<file path="src/rtl/alu_multiciclo_if.sv">
`default_nettype none
// +----------------------------------------------------------------------------+
// | Module   : alu_multiciclo_if                                               |
// | Brief    : Handshake/operand/result bundle between control and the ALU.    |
// |            Optional macro ALU_OVERFLOW_EN adds the overflow signal.        |
// | Revision : 1.0 - initial release                                           |
// +----------------------------------------------------------------------------+
interface alu_multiciclo_if #(
  parameter int WIDTH = 32
);
  logic             start;
  logic [3:0]       aluControl;
  logic [WIDTH-1:0] readData1;
  logic [WIDTH-1:0] saidaMuxReg;
  logic             busy;
  logic             done;
  logic [WIDTH-1:0] aluResult;
  logic [WIDTH-1:0] aluResultHi;
  logic             zero;
`ifdef ALU_OVERFLOW_EN
  logic             overflow;
`endif

  modport master (
    output start, aluControl, readData1, saidaMuxReg,
    input  busy, done, aluResult, aluResultHi, zero
`ifdef ALU_OVERFLOW_EN
    , input overflow
`endif
  );

  modport slave (
    input  start, aluControl, readData1, saidaMuxReg,
    output busy, done, aluResult, aluResultHi, zero
`ifdef ALU_OVERFLOW_EN
    , output overflow
`endif
  );
endinterface
`default_nettype wire

</file>
<file path="src/rtl/alu_multiciclo.sv">
`default_nettype none
// +----------------------------------------------------------------------------+
// | Module   : alu_multiciclo                                                  |
// | Brief    : Registered multi-cycle ALU: single-cycle logic/arith ops plus   |
// |            iterative MULU/DIVU. Optional macro ALU_OVERFLOW_EN.            |
// | Revision : 1.0 - initial release                                           |
// +----------------------------------------------------------------------------+
module alu_multiciclo #(
  parameter  int WIDTH = 32,
  localparam int CNT_W = $clog2(WIDTH) + 1
) (
  input wire logic        clock,
  input wire logic        reset,
  alu_multiciclo_if.slave bus
);

  localparam logic [1:0] S_IDLE = 2'd0;
  localparam logic [1:0] S_CALC = 2'd1;
  localparam logic [1:0] S_DONE = 2'd2;

  localparam logic [3:0] OP_AND  = 4'b0000;
  localparam logic [3:0] OP_OR   = 4'b0001;
  localparam logic [3:0] OP_ADD  = 4'b0010;
  localparam logic [3:0] OP_SUB  = 4'b0110;
  localparam logic [3:0] OP_SLT  = 4'b0111;
  localparam logic [3:0] OP_NOR  = 4'b1100;
  localparam logic [3:0] OP_MULU = 4'b1000;
  localparam logic [3:0] OP_DIVU = 4'b1001;

  logic [1:0]       state_q, state_d;
  logic [CNT_W-1:0] cnt_q, cnt_d;
  logic [3:0]       op_q, op_d;
  logic [WIDTH-1:0] a_q, a_d, b_q, b_d;
  logic [WIDTH-1:0] hi_q, hi_d, lo_q, lo_d;
  logic [WIDTH-1:0] res_q, res_d, reshi_q, reshi_d;
  logic             zero_q, zero_d;
`ifdef ALU_OVERFLOW_EN
  logic             ovf_q, ovf_d;
`endif

  logic [WIDTH-1:0] w_a, w_b, w_sum, w_diff, w_single;
  logic             w_iterative, w_last;
  logic [WIDTH:0]   w_mul_sum, w_rem, w_rem_sub;
  logic [WIDTH-1:0] w_step_hi, w_step_lo;

  assign w_a         = bus.readData1;
  assign w_b         = bus.saidaMuxReg;
  assign w_sum       = w_a + w_b;
  assign w_diff      = w_a - w_b;
  assign w_iterative = (bus.aluControl == OP_MULU) ||
                       ((bus.aluControl == OP_DIVU) && (w_b != '0));
  assign w_last      = (cnt_q == CNT_W'(1));

  always_comb begin
    w_single = '0;
    case (bus.aluControl)
      OP_AND:  w_single = w_a & w_b;
      OP_OR:   w_single = w_a | w_b;
      OP_ADD:  w_single = w_sum;
      OP_SUB:  w_single = w_diff;
      OP_SLT:  w_single = {{(WIDTH-1){1'b0}}, ($signed(w_a) < $signed(w_b))};
      OP_NOR:  w_single = ~(w_a | w_b);
      default: w_single = '0;
    endcase
  end

  // One iteration: shift-add multiply (right shift) or restoring divide (left shift).
  always_comb begin
    w_mul_sum = {1'b0, hi_q} + (lo_q[0] ? {1'b0, a_q} : '0);
    w_rem     = {hi_q, lo_q[WIDTH-1]};
    w_rem_sub = w_rem - {1'b0, b_q};
    if (op_q == OP_MULU) begin
      w_step_hi = w_mul_sum[WIDTH:1];
      w_step_lo = {w_mul_sum[0], lo_q[WIDTH-1:1]};
    end else if (w_rem >= {1'b0, b_q}) begin
      w_step_hi = w_rem_sub[WIDTH-1:0];
      w_step_lo = {lo_q[WIDTH-2:0], 1'b1};
    end else begin
      w_step_hi = w_rem[WIDTH-1:0];
      w_step_lo = {lo_q[WIDTH-2:0], 1'b0};
    end
  end

  // FSM state register
  always_ff @(posedge clock or posedge reset) begin
    if (reset) state_q <= S_IDLE;
    else       state_q <= state_d;
  end

  // FSM next state
  always_comb begin
    state_d = state_q;
    case (state_q)
      S_IDLE:  if (bus.start) state_d = w_iterative ? S_CALC : S_DONE;
      S_CALC:  if (w_last) state_d = S_DONE;
      S_DONE:  state_d = S_IDLE;
      default: state_d = S_IDLE;
    endcase
  end

  // FSM outputs
  always_comb begin
    bus.busy = (state_q != S_IDLE);
    bus.done = (state_q == S_DONE);
  end

  always_comb begin
    cnt_d   = cnt_q;
    op_d    = op_q;
    a_d     = a_q;
    b_d     = b_q;
    hi_d    = hi_q;
    lo_d    = lo_q;
    res_d   = res_q;
    reshi_d = reshi_q;
    zero_d  = zero_q;
`ifdef ALU_OVERFLOW_EN
    ovf_d   = ovf_q;
`endif
    case (state_q)
      S_IDLE: if (bus.start) begin
        op_d = bus.aluControl;
        a_d  = w_a;
        b_d  = w_b;
        if (w_iterative) begin
          cnt_d = CNT_W'(WIDTH);
          hi_d  = '0;
          lo_d  = (bus.aluControl == OP_MULU) ? w_b : w_a;
        end else if (bus.aluControl == OP_DIVU) begin
          res_d   = '1;
          reshi_d = w_a;
          zero_d  = 1'b0;
`ifdef ALU_OVERFLOW_EN
          ovf_d   = 1'b0;
`endif
        end else begin
          res_d   = w_single;
          reshi_d = '0;
          zero_d  = (w_single == '0);
`ifdef ALU_OVERFLOW_EN
          case (bus.aluControl)
            OP_ADD:  ovf_d = (w_a[WIDTH-1] == w_b[WIDTH-1]) && (w_sum[WIDTH-1] != w_a[WIDTH-1]);
            OP_SUB:  ovf_d = (w_a[WIDTH-1] != w_b[WIDTH-1]) && (w_diff[WIDTH-1] != w_a[WIDTH-1]);
            default: ovf_d = 1'b0;
          endcase
`endif
        end
      end
      S_CALC: begin
        hi_d  = w_step_hi;
        lo_d  = w_step_lo;
        cnt_d = cnt_q - CNT_W'(1);
        if (w_last) begin
          res_d   = w_step_lo;
          reshi_d = w_step_hi;
          zero_d  = (w_step_lo == '0);
`ifdef ALU_OVERFLOW_EN
          ovf_d   = 1'b0;
`endif
        end
      end
      default: ;
    endcase
  end

  always_ff @(posedge clock or posedge reset) begin
    if (reset) begin
      cnt_q   <= '0;
      op_q    <= '0;
      a_q     <= '0;
      b_q     <= '0;
      hi_q    <= '0;
      lo_q    <= '0;
      res_q   <= '0;
      reshi_q <= '0;
      zero_q  <= 1'b1;
`ifdef ALU_OVERFLOW_EN
      ovf_q   <= 1'b0;
`endif
    end else begin
      cnt_q   <= cnt_d;
      op_q    <= op_d;
      a_q     <= a_d;
      b_q     <= b_d;
      hi_q    <= hi_d;
      lo_q    <= lo_d;
      res_q   <= res_d;
      reshi_q <= reshi_d;
      zero_q  <= zero_d;
`ifdef ALU_OVERFLOW_EN
      ovf_q   <= ovf_d;
`endif
    end
  end

  assign bus.aluResult   = res_q;
  assign bus.aluResultHi = reshi_q;
  assign bus.zero        = zero_q;
`ifdef ALU_OVERFLOW_EN
  assign bus.overflow    = ovf_q;
`endif

endmodule
`default_nettype wire

</file>
<file path="src/flat_wrapper.sv">
// flat-port wrapper written by rule: the top's interface ports become plain ports
module alu_multiciclo_flat 
#(
  parameter  int WIDTH = 32,
  localparam int CNT_W = $clog2(WIDTH) + 1
)
  (clock, reset, bus_start, bus_aluControl, bus_readData1, bus_saidaMuxReg, bus_busy, bus_done, bus_aluResult, bus_aluResultHi, bus_zero);
  alu_multiciclo_if #(.WIDTH(WIDTH)) bus_i ();
  input wire logic clock;
  input wire logic reset;
  input wire logic [$bits(bus_i.start)-1:0] bus_start;
  input wire logic [$bits(bus_i.aluControl)-1:0] bus_aluControl;
  input wire logic [$bits(bus_i.readData1)-1:0] bus_readData1;
  input wire logic [$bits(bus_i.saidaMuxReg)-1:0] bus_saidaMuxReg;
  output wire logic [$bits(bus_i.busy)-1:0] bus_busy;
  output wire logic [$bits(bus_i.done)-1:0] bus_done;
  output wire logic [$bits(bus_i.aluResult)-1:0] bus_aluResult;
  output wire logic [$bits(bus_i.aluResultHi)-1:0] bus_aluResultHi;
  output wire logic [$bits(bus_i.zero)-1:0] bus_zero;
  assign bus_i.start = bus_start;
  assign bus_i.aluControl = bus_aluControl;
  assign bus_i.readData1 = bus_readData1;
  assign bus_i.saidaMuxReg = bus_saidaMuxReg;
  assign bus_busy = bus_i.busy;
  assign bus_done = bus_i.done;
  assign bus_aluResult = bus_i.aluResult;
  assign bus_aluResultHi = bus_i.aluResultHi;
  assign bus_zero = bus_i.zero;
  alu_multiciclo #(.WIDTH(WIDTH)) u_core (.clock(clock), .reset(reset), .bus(bus_i));
endmodule
</file>
<file path="config.mk">
export PLATFORM = sky130hd
export DESIGN_NAME = alu_multiciclo_flat
export DESIGN_NICKNAME = d
export VERILOG_FILES = /design/src/rtl/alu_multiciclo_if.sv /design/src/rtl/alu_multiciclo.sv /design/src/flat_wrapper.sv
export SDC_FILE = /design/constraint.sdc
export NUM_CORES = 1
export LEC_CHECK = 0
export ABC_AREA = 1
export BUFFER_PORTS_ARGS = -buffer_cell sky130_fd_sc_hd__buf_4
export CAP_MARGIN = 25
export CORE_MARGIN = 4
export CORE_UTILIZATION = 50
export CTS_BUF_LIST = sky130_fd_sc_hd__clkbuf_4 sky130_fd_sc_hd__clkbuf_8
export DETAILED_ROUTE_END_ITERATION = 10
export GPL_ROUTABILITY_DRIVEN = 1
export PLACE_DENSITY = 0.71
export SYNTH_ARGS = -nofsm -noshare
export SYNTH_HDL_FRONTEND = slang
export SYNTH_SLANG_ARGS = --single-unit
</file>
<file path="constraint.sdc">
create_clock -name clock -period 9.9 [get_ports clock]
set_input_delay 1.98 -clock clock [delete_from_list [all_inputs] [get_ports clock]]
set_output_delay 1.98 -clock clock [all_outputs]
set_load 0.01 [all_outputs]
</file>
* Word level (Yosys, flattened, before mapping)
Cells that the tools add are included.
** Operators by class
- Add/subtract/negate cells :: 5
- Order comparisons :: 2
- Eq/ne operators :: 15
- Muxes and demuxes :: 35
- Bitwise operators :: 3
- Reductions and logical operators :: 13
** Operators with widths (number)
- 32-bit 2-to-1 mux :: 17
- 32-bit one-hot mux with 2 select lines :: 4
- 32-bit one-hot mux with 6 select lines :: 1
- 32-bit logical NOT :: 2
- 32-bit subtractor :: 2
- 32-bit by 32-bit adder with 33-bit output :: 1
- 33-bit by 32-bit >= comparator with 1-bit output :: 1
- 32-bit adder :: 1
- 32-bit AND :: 1
- 32-bit less-than comparator :: 1
- 32-bit inverter :: 1
- 32-bit OR :: 1
- 32-bit nonzero test :: 1
- 4-bit == test (second input constant) :: 4
- 6-bit 2-to-1 mux :: 2
- 6-bit one-hot mux with 2 select lines :: 1
- 4-bit by 3-bit == test with 1-bit output (second input constant) :: 2
- 6-bit by 1-bit == test with 1-bit output (second input constant) :: 1
- 2-bit 2-to-1 mux :: 3
- 6-bit by 1-bit subtractor with 6-bit output (second input constant) :: 1
- 1-bit 2-to-1 mux :: 5
- 4-bit by 1-bit == test with 1-bit output (second input constant) :: 1
- 4-bit by 2-bit == test with 1-bit output (second input constant) :: 1
- 4-bit logical NOT :: 1
- 13 further kinds :: 17
** Storage, ports and cells
- Register bits :: 205
- Bits of input ports :: 71
- Output and inout port bits :: 67
- Word-level logic and storage cells :: 83

* Longest topological paths before layout
Gate-level depths: netlist of run 1.
- Depth in word-level cells :: 8
- Depth in mapped cells :: 23
- Gate-level depth less buffers :: 21

* Least setup slack after synthesis of run 1
Ideal clock, no wire load.
- Kind :: input-to-reg
- Start :: input bus_saidaMuxReg[0]
- End :: register u_core.zero_q (netlist: u_core.bus.zero)
- Setup time :: 0.068 ns
- Arrival time :: 3.880 ns
- Data required time :: 9.832 ns
- Slack :: 5.952 ns
- Stages :: 20
- Path buffers :: 0
- Path through :: ha_1 > inv_1 > fa_1 > inv_1 > nand3_1 > nand2_1 > nand2_1 > nand2_1 > nand2_1 > nand2_1 > nand2_1 > nand3_1 > nand2_1 > nor2_1 > nand3_1 > nor2_1 > nand2_1 > nor2_1 > nand3_1 > a21oi_2
** On the way
- Cells in the longest elaborated chain, start to end :: 8
- Elaborated cells between the ends (all ways) :: 17
- Classes of those cells :: 2 x add/sub; 1 x order compare; 1 x eq/ne; 5 x mux; 3 x bitwise; 5 x reduce/logical
** RTL lines
- from (decl) :: RTL line flat_wrapper.sv:14 : input wire logic [$bits(bus_i.saidaMuxReg)-1:0] bus_saidaMuxReg;
- branches (longest 8 deep; another with 32-bit subtractor)
- to (signal assigned) :: RTL line alu_multiciclo.sv:189 : zero_q <= zero_d;
- to (decl) :: RTL line alu_multiciclo.sv:36 : logic zero_q, zero_d;
Parallel ways; which one is timed is not known. The select of a mux whose other input is x is not followed.
A chain may end at the register's enable or synchronous reset.

* Worst setup path in the final report of run 1
- Start :: input bus_saidaMuxReg[31]
- End :: register u_core.res_q[6] (netlist: u_core.bus.aluResult[6])
** On the way
- Cells in the longest elaborated chain, start to end :: 5
** RTL lines
- 32-bit nonzero test :: RTL line alu_multiciclo.sv:51 : ((bus.aluControl == OP_DIVU) && (w_b != '0));
- 1-bit logical AND :: RTL line alu_multiciclo.sv:51
- 1-bit logical OR :: RTL line alu_multiciclo.sv:50 : assign w_iterative = (bus.aluControl == OP_MULU) ||
- 2-bit inequality test (no source line)
- 4-bit AND reduction (no source line)
- to (signal assigned) :: RTL line alu_multiciclo.sv:187 : res_q <= res_d;
- to (decl) :: RTL line alu_multiciclo.sv:35 : logic [WIDTH-1:0] res_q, res_d, reshi_q, reshi_d;
No other way between the ends.

==> flow_summary_export.csv, run 1 <==
group,metric,value,unit
global_routing,grt_max_degree,133,
sta,timing.slew.headroom,0.240,
floorplan,die_w,212,µm
synth,ys_seq_area_frac,0.246,
synth,async_flop_share,1.00,
global_routing,antenna_found_initial,4,
pwr,power.share.sequential,0.247,
pwr,powerDensity,279,mW/mm²
synth,synthFlopType,"dfrtp_1",
global_routing,top_usage_layer,"met2",
detailed_routing,antenna_left,0,
final_layout,final_cell_mix,"nand2_1 (956), inv_1 (519), nor2_1 (310)",
clock_network,clk_latency,0.59,ns
final_layout,area_delta_synth_final,9.53,%
clock_network,cts.clk_slew.worst_paths,0.07,ns
setup_path,required,10.37,ns
clock_network,cts.path.max_buffers,3,
run,max_cap_viol_count,0,
setup_path,r2r_cells,17,
setup_path,crit_type,"input pin to flip-flop",
pwr,peakVddDrop,0.208,mV
sta,max_freq,0.208,GHz
synth,ys_seq_elements,205,
min_path,min_to,"u_core.a_q[21]",
detailed_routing,drc,0,
clock_network,hold_buffers,0,
synth,synth_nets,3623,
clock_network,cts-root-buf,"clkbuf_8",
floorplan,core,0.0410,mm²
synth,synthCells,3374,
detailed_routing,via_per_inst,5.80,
global_routing,use_met2,0.583,
final_layout,n_antenna_cell,0,
detailed_routing,drtIter0Drc,2591,
sta,setup-tns-final,0,ns
clock_network,tritoncts,"built",
setup_path,worst-r2r-setup-slack,6.55,ns
global_routing,overflow,0,
pwr,comb_power_share,0.639,
clock_network,cts.sinks,205,
setup_path,worstReg2RegStart,"u_core.lo_q[31]",
final_layout,final_util,0.557,
sta,layout_setup_ws,5.09,ns
setup_path,start_kind,"input pin",
placement,dpl_worst_slack,4.60,ns
placement,port_buffers,137,
floorplan,dieArea,0.0451,mm²
clock_network,cts_setup_buffers,0,
placement,place_inst,3942,
min_path,hold_path_class,"flip-flop to flip-flop",
detailed_routing,totalWireLength,85500,µm
setup_path,r2r-end,"u_core.bus.aluResultHi[18]",
synth,synthesis.area_per_instance,6.18,µm²
pwr,p_leak,0.0125,µW
pwr,clkPwrFrac,0.115,
global_routing,use_met3,0.0493,
detailed_routing,first_pass_iters,6,
sta,finClkSkew,0.0173,ns
pwr,switching_share,0.532,
sta,min_period,4.81,ns
sta,slew_viol_final,0,
synth,netlist_area,0.0209,mm²
final_layout,drive_gt1_frac,0.0885,
sta,finalHoldViolCount,0,
floorplan,io_pins,138,
global_routing,track_usage,0.366,
run_status,outcome,"complete, no violations",
setup_path,arrival,5.28,ns
synth,ys_types,58,
setup_path,crit_path_end_kind,"flip-flop",
pwr,p_sw,3400,µW
sta,finalSetupViolations,0,
final_layout,fin_cells,4000,
sta,period_share,0.486,
min_path,hold_path_depth,2,
clock_network,numCtsBuffers,31,
final_layout,fin_nets,3693,
sta,rsz0062_at_grt,"false",
detailed_routing,vias,23200,
global_routing,grt_pass1_wl,127000,µm
setup_path,crit_path_max_fanout,37,
global_routing,grt_pass1_vias,21800,
floorplan,die_h,212,µm
min_path,min-delay-start,"u_core.a_q[21]",
clock_network,htreeDepth,1,
detailed_routing,wl_per_cell,21.4,µm
synth,ys_warn_count,0,
placement,gp_congestion,1.04,
clock_network,cts_resized,0,
floorplan,start_util,0.509,
synth,synth_edf_count,0,
global_routing,grt_util_met1,0.504,
floorplan,num_rows,74,
pwr,internal-power,2990,µW
placement,hpwl,69100,µm
final_layout,final_common_cell,"nand2_1",
sta,worstMarginPinSlew,1.13,ns
## sequential cells by signal (all words and copies together) (netlist names)
name / count
u_core.a_q: 32
u_core.b_q: 32
u_core.bus.aluResultHi: 32
u_core.bus.aluResult: 32
u_core.hi_q: 32
u_core.lo_q: 32
u_core.cnt_q: 6
u_core.op_q: 4
u_core.state_q: 2
u_core.bus.zero: 1
## synthesized netlist by cell type (9+ instances only)
library cell,count,area [µm²]
clkbuf_1,56,210
a21oi_1,230,1150
o211ai_1,35,263
ha_1,174,2180
inv_1,520,1950
buf_2,40,200
nand3_2,22,220
nand2_2,14,87.6
nor4_1,14,87.6
dfrtp_1,204,5100
nand3b_1,10,75.1
o21ai_0,231,1160
a31oi_1,24,150
nand4_1,33,206
a221oi_1,9,78.8
xnor2_1,15,131
nand3_1,290,1450
o22ai_1,25,156
nor2_1,310,1160
a21oi_2,14,123
xor2_1,16,140
nand2_1,959,3600
nor3_1,18,90.1
## cells by family (layout without fill, tap and decap cells)
group	after synthesis	in the layout	synth area share
buffers and inverters	645	739	0.122
xor gates and xnor gates	31	31	0.0130
and+or+nand+nor	1712	1712	0.351
AOI/OAI and AO/OA	600	600	0.159
muxes	3	3	0.00144
DFF	205	205	0.246
adders and majority gates	178	178	0.108
## per-stage QoR
stage	total power [µW]	hold slack [ns]	instance area (µm²)
floorplan	4270	0.453	20900
global placement	5450	0.467	22200
detailed placement	5540	0.473	22200
CTS	6290	0.488	22800
global route	6890	0.496	22900
finish	6390	0.486	22900
## power by group through the flow
stage,clock (µW),sequential [µW],combinational (µW)
2_1_floorplan,0,1500,2770
3_3_place_gp,0,1560,3890
3_5_place_dp,0,1570,3970
4_1_cts,743,1560,3990
5_1_grt,781,1610,4500
6_report,734,1570,4080
## worst max-delay path by stage
stage,slack (ns),to,depth (start not counted),startpoint
6_report,5.09,u_core.bus.aluResult[6],11,bus_saidaMuxReg[31]
5_1_grt,5.02,u_core.bus.aluResult[6],11,bus_saidaMuxReg[31]
4_1_cts,5.19,u_core.bus.aluResult[5],12,bus_saidaMuxReg[31]
3_5_place_dp,4.60,u_core.bus.aluResult[6],11,bus_saidaMuxReg[31]
3_3_place_gp,4.42,u_core.bus.aluResult[17],11,bus_saidaMuxReg[31]
2_1_floorplan,2.33,u_core.a_q[0],1,reset
## area by class of cell
class                   instances  area, µm²
fillers                      4217      18200
multi-input cells            2524      13200
flip-flops and latches        205       5130
inverters                     529       1990
repair buffers                153       1180
well taps                     532        666
clock buffers                  49        612
clock inverters                 8       42.5
## worst max-delay path: stages
cell	delay (ns)
buf_4	0.13
nor4_1	0.61
nand4_1	0.37
o21ai_1	0.24
nand2_1	0.08
inv_1	0.22
o21ai_4	0.19
buf_4	0.32
nor2_1	0.64
o21ai_0	0.25
o22a_1	0.22
## routing by layer
| metal | vias to the layer above | routed length [µm] |
|---|---|---|
| met4 | 2 | 4190 |
| met3 | 192 | 7060 |
| met2 | 1161 | 38200 |
| met1 | 10900 | 36000 |
| li1 | 11000 | - |
| met5 | - | 13 |
Note: power is estimated with default switching activity, not from simulation.
==> run 2: changes to the inputs <==
PLACE_DENSITY = 0.73   (was 0.71)
clock period = 4.1 ns   (was 9.9 ns; I/O delays follow)
==> flow_summary_export.csv, run 2 (synthesis gave the netlist of run 1 again) <==
group,metric,value,unit
run_status,outcome,"complete, no violations",
global_routing,overflow,0,
clock_network,cts.clk_slew.worst_paths,0.07,ns
floorplan,die_w,212,µm
detailed_routing,drc,0,
sta,min_period,3.41,ns
sta,max_freq,0.293,GHz
pwr,p_leak,0.0127,µW
setup_path,cp_slowest_cell,"fa_1",
clock_network,cts-root-buf,"clkbuf_8",
sta,finalHoldViolCount,0,
floorplan,io_pins,138,
final_layout,drive_gt1_frac,0.0976,
sta,finClkSkew,0.0406,ns
placement,place_area,0.0224,mm²
sta,finalSetupViolations,0,
global_routing,grt_pass1_wl,126000,µm
setup_path,crit_type,"input pin to flip-flop",
setup_path,critPathBufInv,3,
detailed_routing,first_pass_iters,6,
clock_network,clk_latency,0.59,ns
final_layout,n_antenna_cell,0,
clock_network,tritoncts,"built",
clock_network,hold_buffers,0,
setup_path,crit_path_max_fanout,5,
sta,slew_viol_final,0,
setup_path,crit_top_cell,"nand2_1",
global_routing,antenna_found_initial,1,
setup_path,crit_path_end_kind,"flip-flop",
clock_network,cts_resized,0,
floorplan,dieArea,0.0451,mm²
sta,worstMarginPinSlew,1.01,ns
final_layout,fin_nets,3727,
sta,timing.slew.headroom,0.319,
global_routing,grt_max_degree,100,
setup_path,crit_path_max_incr_delay,0.41,ns
pwr,peakVddDrop,0.284,mV
floorplan,num_rows,74,
final_layout,final_common_cell,"nand2_1",
final_layout,area_delta_synth_final,11.5,%
floorplan,core,0.0410,mm²
setup_path,arrival,3.91,ns
global_routing,track_usage,0.361,
placement,hpwl,66800,µm
setup_path,crit_family,"simple AND/OR/NAND/NOR gates",
placement,gp_congestion,1.10,
detailed_routing,wl_per_cell,20.5,µm
clock_network,htreeDepth,2,
detailed_routing,drtIter0Drc,3062,
setup_path,start_kind,"input pin",
run,max_cap_viol_count,0,
setup_path,required,4.60,ns
detailed_routing,totalWireLength,82900,µm
floorplan,die_h,212,µm
placement,port_buffers,137,
sta,setup-tns-final,0,ns
detailed_routing,via_per_inst,5.73,
setup_path,cp_cell_sequence,"buf_4 -> ha_1 -> inv_1 -> fa_1 -> inv_1 -> nand3_1 -> nand2_1 -> nand2_1 -> nand2_1 -> nand2_1 -> nand2_1 -> nand2_1 -> nand3_1 -> nand2_1 -> nor2_1 -> nand3_1 -> nor2_1 -> nand2_1 -> nor2_1 -> nand3_1 -> a21oi_2",
sta,period_share,0.831,
detailed_routing,vias,23100,
clock_network,cts.sinks,205,
detailed_routing,antenna_left,0,
pwr,powerDensity,685,mW/mm²
floorplan,start_util,0.509,
sta,rsz0062_at_grt,"false",
clock_network,numCtsBuffers,38,
final_layout,final_cell_mix,"nand2_1 (956), inv_1 (519), nor2_1 (310)",
clock_network,cts_setup_buffers,0,
global_routing,grt_pass1_vias,21800,
min_path,hold_path_class,"input pin to asynchronous set/reset pin",
final_layout,final_area,0.0233,mm²
clock_network,cts.path.max_buffers,3,
==> run 2: cell type report <==
type | instances | area, µm²
clock buffers | 53 | 692
clock inverters | 12 | 156
fillers | 4260 | 17700
inverters | 529 | 1990
multi-input cells | 2524 | 13200
flip-flops and latches | 205 | 5130
well taps | 532 | 666
repair buffers | 180 | 1400
==> run 2: routing by layer <==
metal	share of wire	global-route usage	routed length (µm)
met2	0.44	0.564	36400
met3	0.11	0.0773	9010
met5	0.00016	0	13
met4	0.039	0.130	3260
met1	0.41	0.496	34100
==> run 2: worst paths after layout <==
kind / start / end / slack (ns) / cells after the start
worst max-delay path: bus_saidaMuxReg[0] / u_core.bus.zero / 0.69 / 21
worst min-delay path: reset / u_core.bus.aluResultHi[3] / 0.21 / 2
worst max register to register: u_core.lo_q[0] / u_core.bus.aluResultHi[25] / 0.88 / 21
worst min register to register: u_core.bus.aluResult[27] / u_core.bus.aluResult[27] / 0.48 / 2
max in group asynchronous: reset / u_core.bus.aluResult[21] / 3.00 / 3
min in group clock: u_core.bus.aluResult[27] / u_core.bus.aluResult[27] / 0.48 / 2
==> run 2: where the power goes <==
part / internal, µW / switching (µW) / leakage (µW) / total, µW
Clock: 1290 / 986 / 0.000441 / 2280
Sequential: 2980 / 743 / 0.00253 / 3720
Combinational: 3380 / 6570 / 0.00974 / 9950
==> run 2: through the flow <==
step	total power [µW]	utilization	instances	setup slack (ns)	hold slack [ns]
floorplan	10300	-	3374	0.623	0.453
global placement	13400	0.547	3970	0.196	0.465
detailed placement	13400	0.547	3970	0.259	0.470
CTS	15700	0.567	4035	0.836	0.207
global route	17200	0.567	4035	0.536	0.225
finish	15900	0.567	4035	0.692	0.208
==> run 2: worst reg2reg max path, stage by stage (launching register included) <==
cell,delay [ns]
dfrtp_1,0.44
nand2_1,0.08
inv_1,0.05
ha_1,0.16
inv_1,0.07
fa_1,0.39
inv_1,0.08
nand2_1,0.07
o21ai_1,0.16
buf_4,0.17
nand3_1,0.06
nand2_1,0.20
nand3_1,0.10
nand2_1,0.15
nand2_1,0.07
nand2_1,0.16
nand3_1,0.14
nand3_1,0.09
nand2_1,0.05
nand3_1,0.11
nand3_1,0.15
a21oi_1,0.18
